**src/rtl/sram_port_arbiter_pkg.sv**
```systemverilog
// Shared types and defaults for the SRAM port arbiter and its round-robin sub-arbiters.
package sram_port_arbiter_pkg;

  localparam int unsigned NUM_REQ_DEFAULT = 4;
  localparam int unsigned REQ_IDX_W       = $clog2(NUM_REQ_DEFAULT);

  typedef logic [NUM_REQ_DEFAULT-1:0] req_vec_t;
  typedef logic [REQ_IDX_W-1:0]       req_idx_t;

  function automatic req_vec_t idx_to_onehot(input req_idx_t idx);
    req_vec_t v;
    v      = '0;
    v[idx] = 1'b1;
    return v;
  endfunction

endpackage

```
**src/rtl/rr_arbiter.sv**
```systemverilog
// Round-robin arbiter: combinational one-hot grant, registered last_grant pointer.
module rr_arbiter
  import sram_port_arbiter_pkg::*;
#(
  parameter int unsigned NUM_REQ = NUM_REQ_DEFAULT
) (
  input  logic               clk,
  input  logic               reset,
  input  logic [NUM_REQ-1:0] req,
  output logic [NUM_REQ-1:0] grant_c
);

  localparam int unsigned IDX_W = (NUM_REQ > 1) ? $clog2(NUM_REQ) : 1;

  logic [IDX_W-1:0] last_grant;
  logic [IDX_W-1:0] win_idx_c;
  logic             win_c;
  int unsigned      cand_c;

  // Search starts one past the last winner so every requester gets a turn.
  always_comb begin
    win_c     = 1'b0;
    win_idx_c = last_grant;
    cand_c    = 0;
    grant_c   = '0;
    for (int unsigned off = 1; off <= NUM_REQ; off++) begin
      cand_c = (32'(last_grant) + off) % NUM_REQ;
      if (!win_c && req[IDX_W'(cand_c)]) begin
        win_c     = 1'b1;
        win_idx_c = IDX_W'(cand_c);
      end
    end
    if (win_c && !reset) grant_c[win_idx_c] = 1'b1;
  end

  always_ff @(posedge clk or posedge reset) begin
    if (reset)      last_grant <= IDX_W'(NUM_REQ - 1);
    else if (win_c) last_grant <= win_idx_c;
  end

endmodule

```
**src/rtl/sram_port_arbiter.sv**
```systemverilog
// Shares a 1W/1R SRAM between NUM_REQ readers and NUM_REQ writers; routes read data back by tag.
// SRAM_ARB_RESP_REG_EN adds a response output register stage (latency 2 instead of 1).
module sram_port_arbiter
  import sram_port_arbiter_pkg::*;
#(
  parameter int unsigned NUM_REQ    = NUM_REQ_DEFAULT,
  parameter int unsigned SETS_NUM   = 4,
  parameter int unsigned DATA_WIDTH = 32,
  parameter int unsigned ADDR_WIDTH = $clog2(SETS_NUM)
) (
  input  logic                          clk,
  input  logic                          reset,
  input  logic [NUM_REQ-1:0]            rd_req,
  input  logic [NUM_REQ*ADDR_WIDTH-1:0] rd_addr,
  output logic [NUM_REQ-1:0]            rd_grant,
  output logic [NUM_REQ-1:0]            rd_resp_valid,
  output logic [DATA_WIDTH-1:0]         rd_resp_data,
  input  logic [NUM_REQ-1:0]            wr_req,
  input  logic [NUM_REQ*ADDR_WIDTH-1:0] wr_addr,
  input  logic [NUM_REQ*DATA_WIDTH-1:0] wr_data,
  output logic [NUM_REQ-1:0]            wr_grant,
  output logic                          sram_read_en,
  output logic [ADDR_WIDTH-1:0]         sram_read_addr,
  input  logic [DATA_WIDTH-1:0]         sram_read_data,
  output logic                          sram_write_en,
  output logic [ADDR_WIDTH-1:0]         sram_write_addr,
  output logic [DATA_WIDTH-1:0]         sram_write_data
);

  logic [NUM_REQ-1:0] resp_tag;

  rr_arbiter #(.NUM_REQ(NUM_REQ)) u_rd_arb (
    .clk     (clk),
    .reset   (reset),
    .req     (rd_req),
    .grant_c (rd_grant)
  );

  rr_arbiter #(.NUM_REQ(NUM_REQ)) u_wr_arb (
    .clk     (clk),
    .reset   (reset),
    .req     (wr_req),
    .grant_c (wr_grant)
  );

  // Grants are one-hot, so a plain select is enough for the SRAM-side mux.
  always_comb begin
    sram_read_en    = |rd_grant;
    sram_read_addr  = '0;
    sram_write_en   = |wr_grant;
    sram_write_addr = '0;
    sram_write_data = '0;
    for (int unsigned i = 0; i < NUM_REQ; i++) begin
      if (rd_grant[i]) sram_read_addr = rd_addr[i*ADDR_WIDTH +: ADDR_WIDTH];
      if (wr_grant[i]) begin
        sram_write_addr = wr_addr[i*ADDR_WIDTH +: ADDR_WIDTH];
        sram_write_data = wr_data[i*DATA_WIDTH +: DATA_WIDTH];
      end
    end
  end

  always_ff @(posedge clk or posedge reset) begin
    if (reset) resp_tag <= '0;
    else       resp_tag <= rd_grant;
  end

`ifdef SRAM_ARB_RESP_REG_EN
  logic [NUM_REQ-1:0]    resp_tag_q;
  logic [DATA_WIDTH-1:0] resp_data_q;

  always_ff @(posedge clk or posedge reset) begin
    if (reset) begin
      resp_tag_q  <= '0;
      resp_data_q <= '0;
    end else begin
      resp_tag_q  <= resp_tag;
      resp_data_q <= (|resp_tag) ? sram_read_data : '0;
    end
  end

  assign rd_resp_valid = resp_tag_q;
  assign rd_resp_data  = resp_data_q;
`else
  assign rd_resp_valid = resp_tag;
  assign rd_resp_data  = (|resp_tag) ? sram_read_data : '0;
`endif

endmodule
```
**config.mk**
```make
export PLATFORM = sky130hd
export DESIGN_NAME = sram_port_arbiter
export DESIGN_NICKNAME = d
export VERILOG_FILES = /design/src/rtl/sram_port_arbiter_pkg.sv /design/src/rtl/rr_arbiter.sv /design/src/rtl/sram_port_arbiter.sv
export SDC_FILE = /design/constraint.sdc
export NUM_CORES = 1
export LEC_CHECK = 0
export ABC_AREA = 1
export ABC_CLOCK_PERIOD_IN_PS = 2150
export BUFFER_PORTS_ARGS = -buffer_cell sky130_fd_sc_hd__buf_2
export CORE_AREA = 2 2 104 106
export CTS_CLUSTER_SIZE = 12
export DETAILED_ROUTE_END_ITERATION = 12
export DIE_AREA = 0 0 106 108
export MAX_ROUTING_LAYER = met4
export PLACE_DENSITY = 0.63
export SLEW_MARGIN = 20
export SYNTH_ARGS = -nofsm -noshare
export SYNTH_HDL_FRONTEND = slang
export SYNTH_SLANG_ARGS = --single-unit
```
**constraint.sdc**
```tcl
create_clock -name clk -period 2.15 [get_ports clk]
set_input_delay 0.43 -clock clk [delete_from_list [all_inputs] [get_ports clk]]
set_output_delay 0.43 -clock clk [all_outputs]
set_load 0.05 [all_outputs]
```
==> impl_metrics.env, run 1 <==
export IMPL_synth_distinct_cells=25
export IMPL_drt_wl_total_um=12500
export IMPL_track_usage=0.197
export IMPL_overflow=0
export IMPL_ys_ff_latch=8
export IMPL_timing_hold_ws_ns=0.406
export IMPL_cts_buffer_depth=2
export IMPL_grt_first_pass_wirelength_um=18300
export IMPL_fin_nets=927
export IMPL_drc=0
export IMPL_worstSetupStartpointType="flip-flop"
export IMPL_synth_top_area_frac=0.196
export IMPL_run_status="complete, but fails checks"
export IMPL_clock_skew_ns=0.00239
export IMPL_hold_violations=0
export IMPL_die_w_um=106
export IMPL_syn_num_nets=610
export IMPL_syn_area_um2=2330
export IMPL_cpLargestDelayFamily="simple AND/OR/NAND/NOR gates"
export IMPL_syn_inst=424
export IMPL_cp_arrival_ns=2.38
export IMPL_path_common_cell="buf_12"
export IMPL_dr_total_vias=4211
export IMPL_synthFlopType="dfstp_2"
export IMPL_syn_to_final_growth_pct=125
export IMPL_die_h_um=108
export IMPL_wl_per_cell_um=14.3
export IMPL_async_reset_ff_frac=1.00
export IMPL_synth_edf_count=0
export IMPL_cap_viol_max_count=0
export IMPL_drtAntennaViolNets=0
export IMPL_finalCriticalPeriod_ns=2.81
export IMPL_antenna_found_initial=0
export IMPL_clk_insertion_delay_late_ns=0.22
export IMPL_grt_pass1_vias=3947
export IMPL_drive_gt1_frac=0.616
export IMPL_max_stage_delay_ns=0.54
export IMPL_routabilityCongestion=0.903
export IMPL_grt_setup_unrepaired="yes"
export IMPL_rows=37
export IMPL_finalCritPeriodShare=1.30
export IMPL_drt_first_pass_iters=4
export IMPL_dieArea_um2=11400
export IMPL_report_final_slew_viol_count=0
export IMPL_cp_cell_sequence="buf_12 -> inv_8 -> nand2_4 -> nand2_4 -> inv_1 -> nand2_1 -> nand2_2 -> nand2_2 -> a21oi_4 -> nor2_8 -> nor2_8 -> buf_12 -> nand2_1 -> nand4_1 -> buf_12"
export IMPL_grt_max_degree=33
export IMPL_clkSinkCount=8
export IMPL_ys_warn_count=0
export IMPL_worst_path_buf_inv=5
export IMPL_via_per_inst=4.81
export IMPL_diodes=0
export IMPL_cts_hold_buf=0
export IMPL_dp_slack_ns=-0.522
export IMPL_setup_slack_ns=-0.655
export IMPL_cts_root_buffer="clkbuf_8"
export IMPL_io_pins=268
export IMPL_netlist_top_cells_area="nand4_1 (20%), nand2_1 (17%), nand3_1 (16%)"
export IMPL_synth_most_common_cell="nand2_1"
export IMPL_drtIter0Drc=314
export IMPL_seq_area_frac_synth=0.0882
export IMPL_h_tree_depth=1
export IMPL_setup_viol=46
export IMPL_hold_path_class="input port to async pin"
export IMPL_synth_top_area_cell="nand4_1"
export IMPL_crit_required_ns=1.72
export IMPL_critical_path_max_fanout=18
export IMPL_crit_slowest_cell="dfstp_2"
export IMPL_worst_slew_margin_rel=0.799
export IMPL_yosys_top_cells_count="nand2_1 (105), nand3_1 (76), nand4_1 (73), inv_1 (51), nor2_1 (39)"
export IMPL_clk_pin_slew_ns=0.04
export IMPL_core_area_um2=10200
export IMPL_worst_pin_slew_ns=0.301
export IMPL_initial_core_util=0.227
export IMPL_worstSetupPathType="flip-flop to output pin"
export IMPL_dp_hpwl_um=9140
export IMPL_endpoint_kind="output pin"
export IMPL_cts_buffers=3
export IMPL_port_buffers=267
export IMPL_violations="negative setup slack"
export IMPL_place_area_um2=4180
export IMPL_avgSynthCellArea_um2=5.49
export IMPL_fin_area_um2=5240
export IMPL_timing_fmax_mhz=356
export IMPL_cts_tree="yes"
-- cell type report --
class / count / area, µm²
clock buffer: 3 / 41.3
fill: 1034 / 4990
inverter: 56 / 240
multi-input combinational: 329 / 2110
sequential: 8 / 205
tap: 136 / 170
timing repair buffer: 343 / 2470
-- final timing paths --
kind	start	end	slack, ns	cells after the start
hold reg to reg	u_rd_arb.last_grant[1]	u_rd_arb.last_grant[1]	0.94	5
min in group clk	rd_req[2]	u_rd_arb.last_grant[0]	0.91	9
hold / removal	reset	rd_resp_valid[0]	0.41	4
setup reg to reg	u_rd_arb.last_grant[0]	rd_resp_valid[1]	0.06	11
setup / recovery	u_wr_arb.last_grant[0]	sram_write_data[14]	-0.66	15
max in group asynchronous	reset	u_rd_arb.last_grant[1]	1.53	4
-- layer usage --
| layer | global-route usage | vias up | wire [µm] |
|---|---|---|---|
| met5 | - | - | 0 |
| met4 | 0.0301 | 0 | 214 |
| met3 | 0.0277 | 20 | 705 |
| met2 | 0.346 | 161 | 6610 |
| met1 | 0.247 | 1959 | 4990 |
| li1 | - | 2071 | - |
-- through the flow --
stage | setup TNS [ns] | util | cells
3_5_place_dp | -19.94 | 0.409 | 840
2_1_floorplan | -18.44 | - | 424
3_3_place_gp | -19.07 | 0.409 | 840
6_report | -26.75 | 0.512 | 875
4_1_cts | -24.70 | 0.486 | 866
5_1_grt | -32.09 | 0.512 | 875
-- layout by cell type, fill, tap and decap left out, types with 2 or more instances in the layout --
| cell | synthesis | routed |
|---|---|---|
| nand3_2 | 12 | 26 |
| o21ai_1 | 0 | 3 |
| inv_2 | 4 | 6 |
| nand2_4 | 5 | 32 |
| dfrtp_1 | 4 | 4 |
| nand4_1 | 73 | 73 |
| nor2_4 | 0 | 7 |
| inv_4 | 1 | 2 |
| clkinvlp_4 | 0 | 2 |
| clkbuf_8 | 0 | 3 |
| a21oi_1 | 2 | 2 |
| inv_1 | 51 | 43 |
| nand2_2 | 6 | 20 |
| nor2_1 | 39 | 32 |
| buf_4 | 3 | 44 |
| buf_6 | 2 | 59 |
| nand2_1 | 105 | 64 |
| buf_8 | 1 | 6 |
| buf_16 | 0 | 2 |
| dfstp_2 | 4 | 4 |
| buf_12 | 0 | 10 |
| nor2_8 | 4 | 4 |
| nand3_1 | 76 | 62 |
| buf_2 | 19 | 221 |
-- timing repair --
| item | 4_1_cts | 5_1_grt |
|---|---|---|
| pin swaps | 23 | 26 |
| gates resized for setup | 165 | 52 |
| setup endpoints to repair | 46 | 47 |
| gates cloned | 3 | 1 |
| endpoints found under the hold margin | 0 | 0 |
| setup buffers | 21 | 11 |
-- worst min-delay path, stage by stage --
cell,delay (ns)
buf_2,0.10
inv_1,0.12
buf_4,0.16
buf_4,0.16
-- logic make-up after synthesis --
kind of cell / Yosys count / synth area share
flops: 8 / 0.0882
compound gates: 6 / 0.0178
simple gates: 323 / 0.726
buf+inv: 87 / 0.168
-- flip-flops by register name, summed over array words and instances, names as in the netlist --
| name | flops |
|---|---|
| u_rd_arb.last_grant | 2 |
| u_wr_arb.last_grant | 2 |
| rd_resp_valid | 4 |
Power of run 1 is left out: the tool's default activity adds up to more than one toggle a clock period on the data nets, which glitch-free logic cannot reach.
==> inputs of run 2 (changes only) <==
- ABC_AREA: 1 -> not set
- CORE_AREA: 2 2 104 106 -> 2 2 103 105
- DIE_AREA: 0 0 106 108 -> 0 0 105 107
- PLACE_DENSITY: 0.63 -> 0.6
==> impl_metrics.env, run 2 <==
export IMPL_run_status="complete, but fails checks"
export IMPL_violations="negative setup slack"
export IMPL_synth_distinct_cells=35
export IMPL_initial_core_util=0.198
export IMPL_cts_root_buffer="clkbuf_8"
export IMPL_final_common_cell="buf_2"
export IMPL_p_leak_uw=0.00246
export IMPL_worstSetupStartpointType="flip-flop"
export IMPL_clk_pin_slew_ns=0.04
export IMPL_io_pins=268
export IMPL_crit_required_ns=1.72
export IMPL_synth_top_area_cell="mux2i_1"
export IMPL_clk_insertion_delay_late_ns=0.23
export IMPL_hold_violations=0
export IMPL_worst_slew_margin_rel=0.675
export IMPL_die_w_um=105
export IMPL_hold_path_class="input port to async pin"
export IMPL_dr_total_vias=2925
export IMPL_total_power_uw=9470
export IMPL_cts_buffer_depth=2
export IMPL_grt_first_pass_wirelength_um=15700
export IMPL_wl_per_cell_um=15.8
export IMPL_yosys_top_cells_count="mux2i_1 (70), nor2b_1 (33), o22ai_2 (29), nor2_1 (9), inv_1 (6)"
export IMPL_fill_cells=855
export IMPL_timing_fmax_mhz=371
export IMPL_h_tree_depth=1
export IMPL_synth_top_area_frac=0.350
export IMPL_synthFlopType="dfstp_2"
export IMPL_async_reset_ff_frac=1.00
export IMPL_ys_ff_latch=8
export IMPL_clock_skew_ns=0.00204
export IMPL_report_final_slew_viol_count=0
export IMPL_fin_area_um2=5770
export IMPL_via_per_inst=4.41
export IMPL_worst_pin_slew_ns=0.486
export IMPL_place_area_um2=4920
export IMPL_cts_hold_buf=0
export IMPL_ys_warn_count=0
export IMPL_cap_viol_max_count=0
export IMPL_cts_tree="yes"
export IMPL_cp_arrival_ns=2.27
export IMPL_syn_area_um2=2000
export IMPL_setup_slack_ns=-0.547
export IMPL_drc=0
export IMPL_clkSinkCount=8
export IMPL_grt_max_degree=33
export IMPL_syn_to_final_growth_pct=188
export IMPL_routabilityCongestion=0.820
export IMPL_synth_edf_count=0
export IMPL_netlist_top_cells_area="mux2i_1 (35%), o22ai_2 (18%), nor2b_1 (10%)"
export IMPL_avgSynthCellArea_um2=9.44
export IMPL_critical_path_startpoint="u_wr_arb.last_grant[1]"
export IMPL_finalCriticalPeriod_ns=2.70
export IMPL_drt_wl_total_um=10500
export IMPL_cts_buffers=3
export IMPL_die_h_um=107
export IMPL_overflow=0
export IMPL_dp_hpwl_um=8590
export IMPL_antenna_found_initial=0
export IMPL_seq_area_frac_synth=0.103
export IMPL_worstSetupPathType="flip-flop to output pin"
export IMPL_diodes=0
export IMPL_synth_most_common_cell="mux2i_1"
export IMPL_core_area_um2=10100
export IMPL_rows=37
export IMPL_dieArea_um2=11200
export IMPL_setup_viol=43
export IMPL_layout_common_cells="buf_2 (223), mux2i_4 (63), buf_6 (46)"
export IMPL_track_usage=0.178
export IMPL_drtIter0Drc=74
export IMPL_critical_path_max_fanout=7
export IMPL_largest_reg_flops=4
export IMPL_finalCritPeriodShare=1.25
export IMPL_endpoint_kind="output pin"
export IMPL_drtAntennaViolNets=0
export IMPL_ir_drop_mv=0.977
export IMPL_syn_num_nets=398
export IMPL_power_density_nw_per_um2=1640
export IMPL_drt_first_pass_iters=4
export IMPL_fin_nets=714
export IMPL_grt_setup_unrepaired="yes"
export IMPL_port_buffers=267
export IMPL_timing_hold_ws_ns=0.229
export IMPL_drive_gt1_frac=0.915
export IMPL_grt_pass1_vias=3125
export IMPL_rr_startpoint="u_wr_arb.last_grant[1]"
export IMPL_syn_inst=212
## run 2: changes by cell type after synthesis, sizes merged, moves of 11 or more
cell / previous run / this run
nand2: 116 / 5
nand3: 88 / 1
nand4: 73 / 0
mux2i: 0 / 70
inv: 56 / 6
nor2: 43 / 9
o22ai: 0 / 34
nor2b: 0 / 33
buf: 26 / 15
## run 2: cells by family after synthesis
| family | synth area share |
|---|---|
| AO/OA/AOI/OAI | 0.255 |
| flip-flops | 0.103 |
| AND/OR/NAND/NOR | 0.171 |
| multiplexers | 0.361 |
| buffers and inverters | 0.110 |
## run 2: report_power, final
| part | switching, µW | internal (µW) | leakage, µW | total (µW) |
|---|---|---|---|---|
| Clock | 60.9 | 129 | 0.0000228 | 190 |
| Combinational | 4860 | 4100 | 0.00234 | 8960 |
| Sequential | 83.9 | 243 | 0.0000960 | 326 |
## run 2: metal layers
metal	up-vias	share of wire	track usage
met5	-	0	-
met3	10	0.044	0.0182
li1	1431	-	-
met4	0	0.0097	0.0371
met2	99	0.59	0.351
met1	1385	0.35	0.192
## run 2: cell type report
type | instances | area [µm²] | share of cell area
Tap cell | 136 | 170 | 0.0295
Timing Repair Buffer | 329 | 2410 | 0.418
Inverter | 6 | 27.5 | 0.00477
Sequential cell | 8 | 205 | 0.0356
Multi-Input combinational cell | 180 | 2910 | 0.505
Clock buffer | 4 | 45.0 | 0.00780
## run 2: worst paths after layout
kind	endpoint	cells past startpoint	slack, ns
setup / recovery	sram_write_data[9]	9	-0.55
hold / removal	rd_resp_valid[0]	2	0.23
setup reg to reg	u_wr_arb.last_grant[0]	8	0.57
hold reg to reg	u_rd_arb.last_grant[0]	4	0.82
max in group asynchronous	u_wr_arb.last_grant[0]	2	1.64
min in group clk	rd_resp_valid[3]	3	0.62
## run 2: metrics by stage
step	utilization	std cells	setup TNS [ns]	worst slack [ns]
after floorplan	-	212	-3.18	-0.176
after global placement	0.488	644	-14.71	-0.415
after detailed placement	0.488	644	-15.49	-0.465
after CTS	0.559	660	-17.45	-0.533
after global routing	0.572	663	-20.92	-0.625
final	0.572	663	-17.17	-0.547
## run 2: what timing repair did
item                       4_1_cts  5_1_grt
setup buffers                   11        5
setup endpoints to repair       44       44
gates resized for setup        135       28
pin swaps                       16       21
gates cloned                     2        0
## run 2: critical path: stages (launching register included)
cell      delay, ns
dfstp_2        0.54
nand2_2        0.05
and3b_2        0.22
a211oi_4       0.21
buf_6          0.16
buf_12         0.13
buf_12         0.16
mux2i_2        0.27
o22ai_4        0.10
buf_4          0.20
Note: power is estimated with default switching activity, not from simulation.
